File: config.mk
export PLATFORM = sky130hd
export DESIGN_NAME = fp_addsub_pipe
export DESIGN_NICKNAME = d
export VERILOG_FILES = /design/src/rtl/fp_pkg.sv /design/src/rtl/fp_lzc_shift.sv /design/src/rtl/fp_addsub_pipe.sv
export SDC_FILE = /design/constraint.sdc
export NUM_CORES = 1
export LEC_CHECK = 0
export BUFFER_PORTS_ARGS = -buffer_cell sky130_fd_sc_hd__buf_4
export CAP_MARGIN = 20
export CORE_MARGIN = 8
export CORE_UTILIZATION = 40
export DETAILED_ROUTE_END_ITERATION = 6
export GPL_TIMING_DRIVEN = 0
export PLACE_DENSITY_LB_ADDON = 0.15
export SYNTH_ARGS = -nofsm -noshare
export SYNTH_HDL_FRONTEND = slang
export SYNTH_HIERARCHICAL = 1
export SYNTH_SLANG_ARGS = --single-unit
File: constraint.sdc
create_clock -name clk -period 7.13 [get_ports clk]
set_input_delay 1.0695 -clock clk [delete_from_list [all_inputs] [get_ports clk]]
set_output_delay 1.0695 -clock clk [all_outputs]
set_load 0.01 [all_outputs]
File: src/rtl/fp_pkg.sv
// Shared constants and helpers for the pipelined floating-point add/subtract unit.
package fp_pkg;

  // Bit positions inside the 4-bit flags word {invalid, overflow, underflow, zero}
  localparam int FLAG_ZERO      = 0;
  localparam int FLAG_UNDERFLOW = 1;
  localparam int FLAG_OVERFLOW  = 2;
  localparam int FLAG_INVALID   = 3;
  localparam int NUM_FLAGS      = 4;

  // Pipeline depth: unpack/align, mantissa add, normalise/round/pack
  localparam int NUM_STAGES = 3;

  // Canonical quiet NaN: sign 0, exponent all-ones, only the fraction MSB set.
  // Returned 64 bits wide; callers truncate to their word width.
  function automatic logic [63:0] canon_nan(input int exp_w, input int man_w);
    logic [63:0] exp_ones;
    exp_ones = (64'd1 << exp_w) - 64'd1;
    return (exp_ones << man_w) | (64'd1 << (man_w - 1));
  endfunction

endpackage

File: src/rtl/fp_lzc_shift.sv
// Leading-zero count over an N-bit word plus the matching left shift that
// brings the first set bit to the MSB. An all-zero input reports count N.
module fp_lzc_shift #(
  parameter int N  = 27,
  parameter int CW = $clog2(N + 1)
) (
  input  logic [N-1:0]  din,
  output logic [CW-1:0] count,
  output logic [N-1:0]  dout
);

  // Scan upward so the highest set bit has the final say on the count
  always_comb begin
    count = CW'(N);
    for (int i = 0; i < N; i++) begin
      if (din[i]) count = CW'(N - 1 - i);
    end
    dout = din << count;
  end

endmodule

File: src/rtl/fp_addsub_pipe.sv
// Three-stage IEEE-style adder/subtractor with valid/ready handshake.
// S1 unpacks, classifies specials, swaps so the larger magnitude is the base
// and aligns the smaller operand with guard/round/sticky bits. S2 adds or
// subtracts the aligned mantissas. S3 normalises, rounds to nearest-even and
// packs, flushing tiny results to zero. The whole pipe stalls as one unit.
module fp_addsub_pipe
  import fp_pkg::*;
#(
  parameter int EXP_W = 8,
  parameter int MAN_W = 23
) (
  input  logic                         clk,
  input  logic                         rst_n,
  input  logic                         in_valid,
  output logic                         in_ready,
  input  logic [EXP_W+MAN_W:0]         a,
  input  logic [EXP_W+MAN_W:0]         b,
  input  logic                         sub,
  output logic                         out_valid,
  input  logic                         out_ready,
  output logic [EXP_W+MAN_W:0]         result,
  output logic [NUM_FLAGS-1:0]         flags
);

  localparam int W  = 1 + EXP_W + MAN_W;
  // hidden bit + fraction + guard/round/sticky
  localparam int FW = MAN_W + 4;
  localparam int LW = $clog2(FW + 1);
  // signed exponent workspace, wide enough for +carry/+round and -lzc
  localparam int XW = ((EXP_W > LW) ? EXP_W : LW) + 2;
  localparam logic [W-1:0]     QNAN     = W'(canon_nan(EXP_W, MAN_W));
  localparam logic [EXP_W-1:0] EXP_ONES = '1;

  logic                  adv;
  logic [NUM_STAGES-1:0] vld;

  assign adv       = !(out_valid && !out_ready);
  assign in_ready  = adv;
  assign out_valid = vld[NUM_STAGES-1];

  // ---------------- S1: unpack / classify / swap / align ----------------
  logic             s_a, s_b, z_a, z_b, inf_a, inf_b, nan_a, nan_b, a_big;
  logic [EXP_W-1:0] e_a, e_b;
  logic [MAN_W-1:0] f_a, f_b;
  logic [W-2:0]     mag_a, mag_b;

  assign s_a   = a[W-1];
  assign s_b   = b[W-1] ^ sub;
  assign e_a   = a[W-2:MAN_W];
  assign e_b   = b[W-2:MAN_W];
  assign f_a   = a[MAN_W-1:0];
  assign f_b   = b[MAN_W-1:0];
  assign z_a   = (e_a == '0);
  assign z_b   = (e_b == '0);
  assign inf_a = (e_a == EXP_ONES) && (f_a == '0);
  assign inf_b = (e_b == EXP_ONES) && (f_b == '0);
  assign nan_a = (e_a == EXP_ONES) && (f_a != '0);
  assign nan_b = (e_b == EXP_ONES) && (f_b != '0);
  // denormals compare as zero magnitude
  assign mag_a = z_a ? '0 : a[W-2:0];
  assign mag_b = z_b ? '0 : b[W-2:0];
  assign a_big = (mag_a >= mag_b);

  logic             c1_sign, c1_eff_sub, c1_spec, big_z, small_z, lost;
  logic [EXP_W-1:0] c1_exp, small_exp, shamt;
  logic [MAN_W-1:0] big_frac, small_frac;
  logic [FW-1:0]    c1_big, c1_small, small_ext;
  logic [W-1:0]     c1_spec_res;
  logic [NUM_FLAGS-1:0] c1_spec_flags;

  // Swap, align the smaller operand and resolve special-operand outcomes
  always_comb begin
    c1_sign    = a_big ? s_a : s_b;
    c1_exp     = a_big ? e_a : e_b;
    small_exp  = a_big ? e_b : e_a;
    big_frac   = a_big ? f_a : f_b;
    small_frac = a_big ? f_b : f_a;
    big_z      = a_big ? z_a : z_b;
    small_z    = a_big ? z_b : z_a;
    c1_eff_sub = (s_a != s_b);
    c1_big     = big_z ? '0 : {1'b1, big_frac, 3'b000};
    small_ext  = small_z ? '0 : {1'b1, small_frac, 3'b000};
    shamt      = c1_exp - small_exp;
    lost       = 1'b0;
    if (32'(shamt) >= FW - 1) begin
      c1_small = FW'(|small_ext);
    end else begin
      lost     = |(small_ext & ~({FW{1'b1}} << shamt));
      c1_small = (small_ext >> shamt) | FW'(lost);
    end

    c1_spec       = 1'b0;
    c1_spec_res   = '0;
    c1_spec_flags = '0;
    if (nan_a || nan_b || (inf_a && inf_b && (s_a != s_b))) begin
      c1_spec                     = 1'b1;
      c1_spec_res                 = QNAN;
      c1_spec_flags[FLAG_INVALID] = 1'b1;
    end else if (inf_a) begin
      c1_spec     = 1'b1;
      c1_spec_res = {s_a, EXP_ONES, {MAN_W{1'b0}}};
    end else if (inf_b) begin
      c1_spec     = 1'b1;
      c1_spec_res = {s_b, EXP_ONES, {MAN_W{1'b0}}};
    end else if (z_a && z_b) begin
      // -0 survives only when both effective operands are -0
      c1_spec                  = 1'b1;
      c1_spec_res              = {s_a & s_b, {(W-1){1'b0}}};
      c1_spec_flags[FLAG_ZERO] = 1'b1;
    end
  end

  logic                 s1_sign, s1_eff_sub, s1_spec;
  logic [EXP_W-1:0]     s1_exp;
  logic [FW-1:0]        s1_big, s1_small;
  logic [W-1:0]         s1_spec_res;
  logic [NUM_FLAGS-1:0] s1_spec_flags;

  // ---------------- S2: mantissa add/subtract ----------------
  // After the swap the base is never smaller, so the difference stays non-negative
  logic [FW:0] c2_sum;
  assign c2_sum = s1_eff_sub ? ({1'b0, s1_big} - {1'b0, s1_small})
                             : ({1'b0, s1_big} + {1'b0, s1_small});

  logic                 s2_sign, s2_spec;
  logic [EXP_W-1:0]     s2_exp;
  logic [FW:0]          s2_sum;
  logic [W-1:0]         s2_spec_res;
  logic [NUM_FLAGS-1:0] s2_spec_flags;

  // Datapath registers carry no reset; the valid bits qualify them
  always_ff @(posedge clk) begin
    if (adv) begin
      s1_sign       <= c1_sign;
      s1_exp        <= c1_exp;
      s1_big        <= c1_big;
      s1_small      <= c1_small;
      s1_eff_sub    <= c1_eff_sub;
      s1_spec       <= c1_spec;
      s1_spec_res   <= c1_spec_res;
      s1_spec_flags <= c1_spec_flags;
      s2_sign       <= s1_sign;
      s2_exp        <= s1_exp;
      s2_sum        <= c2_sum;
      s2_spec       <= s1_spec;
      s2_spec_res   <= s1_spec_res;
      s2_spec_flags <= s1_spec_flags;
    end
  end

  // ---------------- S3: normalise / round / pack ----------------
  logic [LW-1:0] lz_cnt;
  logic [FW-1:0] lz_dout;

  fp_lzc_shift #(.N(FW), .CW(LW)) u_lzc (
    .din   (s2_sum[FW-1:0]),
    .count (lz_cnt),
    .dout  (lz_dout)
  );

  logic                 carry, round_up, neg, hi;
  logic [LW-1:0]        sh;
  logic [FW-1:0]        norm;
  logic [MAN_W:0]       frac_r;
  logic [XW-1:0]        exp_n;
  logic [EXP_W-1:0]     lo;
  logic [W-1:0]         res_c;
  logic [NUM_FLAGS-1:0] fl_c;

  // Normalise (right on carry-out, left by lzc otherwise), round, then range-check
  always_comb begin
    carry = s2_sum[FW];
    if (carry) begin
      norm = {s2_sum[FW:2], |s2_sum[1:0]};
      sh   = '0;
    end else begin
      norm = lz_dout;
      sh   = lz_cnt;
    end
    round_up = norm[2] & (norm[1] | norm[0] | norm[3]);
    frac_r   = {1'b0, norm[FW-2:3]} + (MAN_W+1)'(round_up);
    exp_n    = XW'(s2_exp) + XW'(carry) + XW'(frac_r[MAN_W]) - XW'(sh);
    neg      = exp_n[XW-1];
    hi       = |exp_n[XW-2:EXP_W];
    lo       = exp_n[EXP_W-1:0];

    res_c = '0;
    fl_c  = '0;
    if (s2_spec) begin
      res_c = s2_spec_res;
      fl_c  = s2_spec_flags;
    end else if (!norm[FW-1]) begin
      // exact cancellation gives +0
      fl_c[FLAG_ZERO] = 1'b1;
    end else if (neg || (!hi && (lo == '0))) begin
      res_c                = {s2_sign, {(W-1){1'b0}}};
      fl_c[FLAG_UNDERFLOW] = 1'b1;
      fl_c[FLAG_ZERO]      = 1'b1;
    end else if (hi || (&lo)) begin
      res_c               = {s2_sign, EXP_ONES, {MAN_W{1'b0}}};
      fl_c[FLAG_OVERFLOW] = 1'b1;
    end else begin
      res_c = {s2_sign, lo, frac_r[MAN_W-1:0]};
    end
  end

  // Stage valids and output registers; output only reloads when real data arrives
  always_ff @(posedge clk or negedge rst_n) begin
    if (!rst_n) begin
      vld    <= '0;
      result <= '0;
      flags  <= '0;
    end else if (adv) begin
      vld <= {vld[NUM_STAGES-2:0], in_valid};
      if (vld[NUM_STAGES-2]) begin
        result <= res_c;
        flags  <= fl_c;
      end
    end
  end

endmodule

==> results.toml <==
[run_status]
status = "finished, violations left"
violations = "setup timing"

[cells_and_area]
fin_nets = 1986
diodes = 0
fillerInstances = 3369
drive_gt1_share_pct = 21.5
area_growth_pct = 23.4
fin_cells = 2311
multi_input_area_sq_um = 9490
seq_area_sq_um = 4280
fin_area_sq_um = 17100

[synth]
ys.flop_type = "edfxtp_1"
ys_warn_count = 6
synth.avg_cell_area_sq_um = 8.44
synth_cells = 1642
yosysSeqAreaShare_pct = 30.9
ys_types = 94
synth.ff_latch_count = 149
syn_area_sq_um = 13900
synth_fp_nets = 1785
synth_edf_count = 110
async_flop_share_pct = 26.2

[global_routing]
grt_max_degree = 61
grt_pass1_wl_mm = 78.2
grt.overflow.total = 0
grt.met2_usage_pct = 41.4
grtUsageTotal_pct = 24.2
grt_pass1_vias = 13692
antenna_found_initial = 0
met1_usage_pct = 28.6
grtUsageMet3_pct = 3.01
grt_most_used_layer = "met2"

[setup_path]
cpMaxStageDelayCell = "or3_4"
cp_slowest_stage_delay_ns = 0.41
cp_data_required_time_ns = 7.50
end_kind = "register"
critPathLaunchType = "register"
worstPathMaxFanout = 11
path_class = "register to register"
crit_family = "simple AND/OR/NAND/NOR gates"
cp.buffers_inverters = 5
cp.arrival_ns = 7.56

[sta]
fin_crit_sh_pct = 101
hold_ws_ns = 0.421
finalMaxSlewViolations = 0
rsz0062_at_grt = "true"
hold_viol = 0
max_slew_margin_pct = 23.5
tightest_slew_ns = 1.14
fin_skew_ns = 0.0211
timing.final.setup_violations = 27
fmaxAchievable_mhz = 139
fin_ws_ns = -0.0587
period_needed_ns = 7.19

[floorplan]
coreArea_sq_um = 34400
io_pins = 107
fp.dieH_um = 202
num_rows = 68
start_util_pct = 40.3
fp.dieArea_sq_um = 40900
chipWidth_um = 202

[clock_tree]
htreeDepth = 4
clk_latency_ns = 0.45
numCtsBuffers = 17
clock-sinks = 149
clk_pin_slew_worst_paths_ns = 0.07
cts_tree = "built"
cts_buffer_depth = 2
cts-root-buf = "clkbuf_16"

[power_and_ir_drop]
ir_worst_vdd_mv = 0.225
finalPower_mw = 7.18
power.leakage_nw = 7.04
power_density_nw_per_um2 = 420

[placement]
port_buffers = 103
dpl_worst_slack_ns = -2.79
dpl.hpwl_mm = 40.7
placedCellCount = 2202
gp_congestion = 1.02
place_area_sq_um = 15200

[hold_path]
hold_path_class = "register to register"

[job]
drv_cap = 0

[detailed_routing]
drc_errors = 0
wirelength_mm = 51.6
ant_nets = 0
vias_per_cell = 5.98
vias = 13827
first_pass_iters = 7
drt_iter0_markers = 1068
wl_per_cell_um = 22.3
layer usage:
layer	share of wire (%)	up-vias
li1	-	6523
met1	40	6561
met2	48	578
met3	5.2	165
met4	6.0	0
met5	0	-
report_power, final:
group | internal (mW) | leakage [nW] | switching [mW]
Clock | 0.503 | 0.294 | 0.421
Combinational | 2.07 | 5.12 | 2.64
Sequential | 1.28 | 1.63 | 0.276
Total | 3.85 | 7.04 | 3.33
per-stage QoR:
stage          util [%]  setup TNS (ns)
3_5_place_dp       44.4         -127.74
2_1_floorplan         -           -1.65
5_1_grt            49.7          -13.06
3_3_place_gp       44.2         -133.86
6_report           49.7           -1.07
4_1_cts            48.2        -0.00755
logic make-up after synthesis:
kind of cell | Yosys count | share of synthesized area (%)
simple gates | 627 | 21.7
compound gates | 444 | 21.8
buf+inv | 149 | 4.33
flops | 149 | 30.9
mux | 114 | 9.09
xor+xnor | 85 | 5.37
fa+ha+maj | 74 | 6.79
area by class of cell:
type	instances	area share, %
Sequential cell	149	25.0
Clock buffer	17	2.49
Clock inverter	15	1.09
Multi-Input combinational cell	1344	55.5
Tap cell	455	3.33
Buffer	84	2.68
Inverter	61	1.41
Timing Repair Buffer	186	8.49
cell usage in the layout (no fill, tap or decap), types with 20 or more instances in the layout:
cell type / n
nor3_1: 41
xor2_1: 25
buf_4: 184
nand4_1: 22
and2_1: 30
a21oi_1: 119
inv_1: 57
a211oi_1: 20
nor2_1: 123
mux2i_1: 73
nand2_1: 230
ha_1: 71
o21ai_0: 61
xnor2_1: 58
a22o_1: 26
dfrtp_1: 39
mux2_2: 24
edfxtp_1: 110
clkbuf_1: 43
nand2b_1: 21
nand3_1: 28
synth_stat cells, types with 22 or more instances:
cell | count | area share (%)
a21oi_1 | 130 | 4.7
a22o_1 | 26 | 1.6
and2_1 | 31 | 1.4
clkbuf_1 | 62 | 1.7
dfrtp_1 | 39 | 7.0
edfxtp_1 | 110 | 24
ha_1 | 72 | 6.5
inv_1 | 58 | 1.6
mux2_2 | 24 | 1.9
mux2i_1 | 82 | 5.9
nand2_1 | 237 | 6.4
nand2b_1 | 22 | 0.99
nand3_1 | 28 | 1.0
nand4_1 | 22 | 0.99
nor2_1 | 128 | 3.5
nor3_1 | 46 | 1.7
nor4_1 | 24 | 1.1
o21ai_0 | 66 | 2.4
or3_1 | 23 | 1.0
xnor2_1 | 60 | 3.8
xor2_1 | 25 | 1.6
registers in the layout (all words and copies together) (netlist names), 3 cells and up:
name	cells
s1_small	27
s2_sum	28
s1_spec_res	3
s2_spec_res	3
flags	4
s1_exp	8
vld	3
s2_exp	8
result	32
s1_big	24
path summary, 6_finish.rpt:
kind / from / end / slack, ns / cells after the start
worst min register to register: s1_spec_flags[3] / s2_spec_flags[3] / 0.42 / 0
min in group asynchronous: rst_n / vld[2] / 0.59 / 1
worst min-delay path: s1_spec_flags[3] / s2_spec_flags[3] / 0.42 / 0
max in group asynchronous: rst_n / result[5] / 6.20 / 1
worst max register to register: s2_sum[13] / result[8] / -0.06 / 36
worst max-delay path: s2_sum[13] / result[8] / -0.06 / 36
what timing repair did:
item	4_1_cts	5_1_grt
buffers inserted	47	31
cloned	1	1
pin swaps	23	16
hold buffers	0	0
gates resized for setup	92	69
setup endpoints to repair	61	61
No activity file was read; power rests on OpenSTA's default activity.
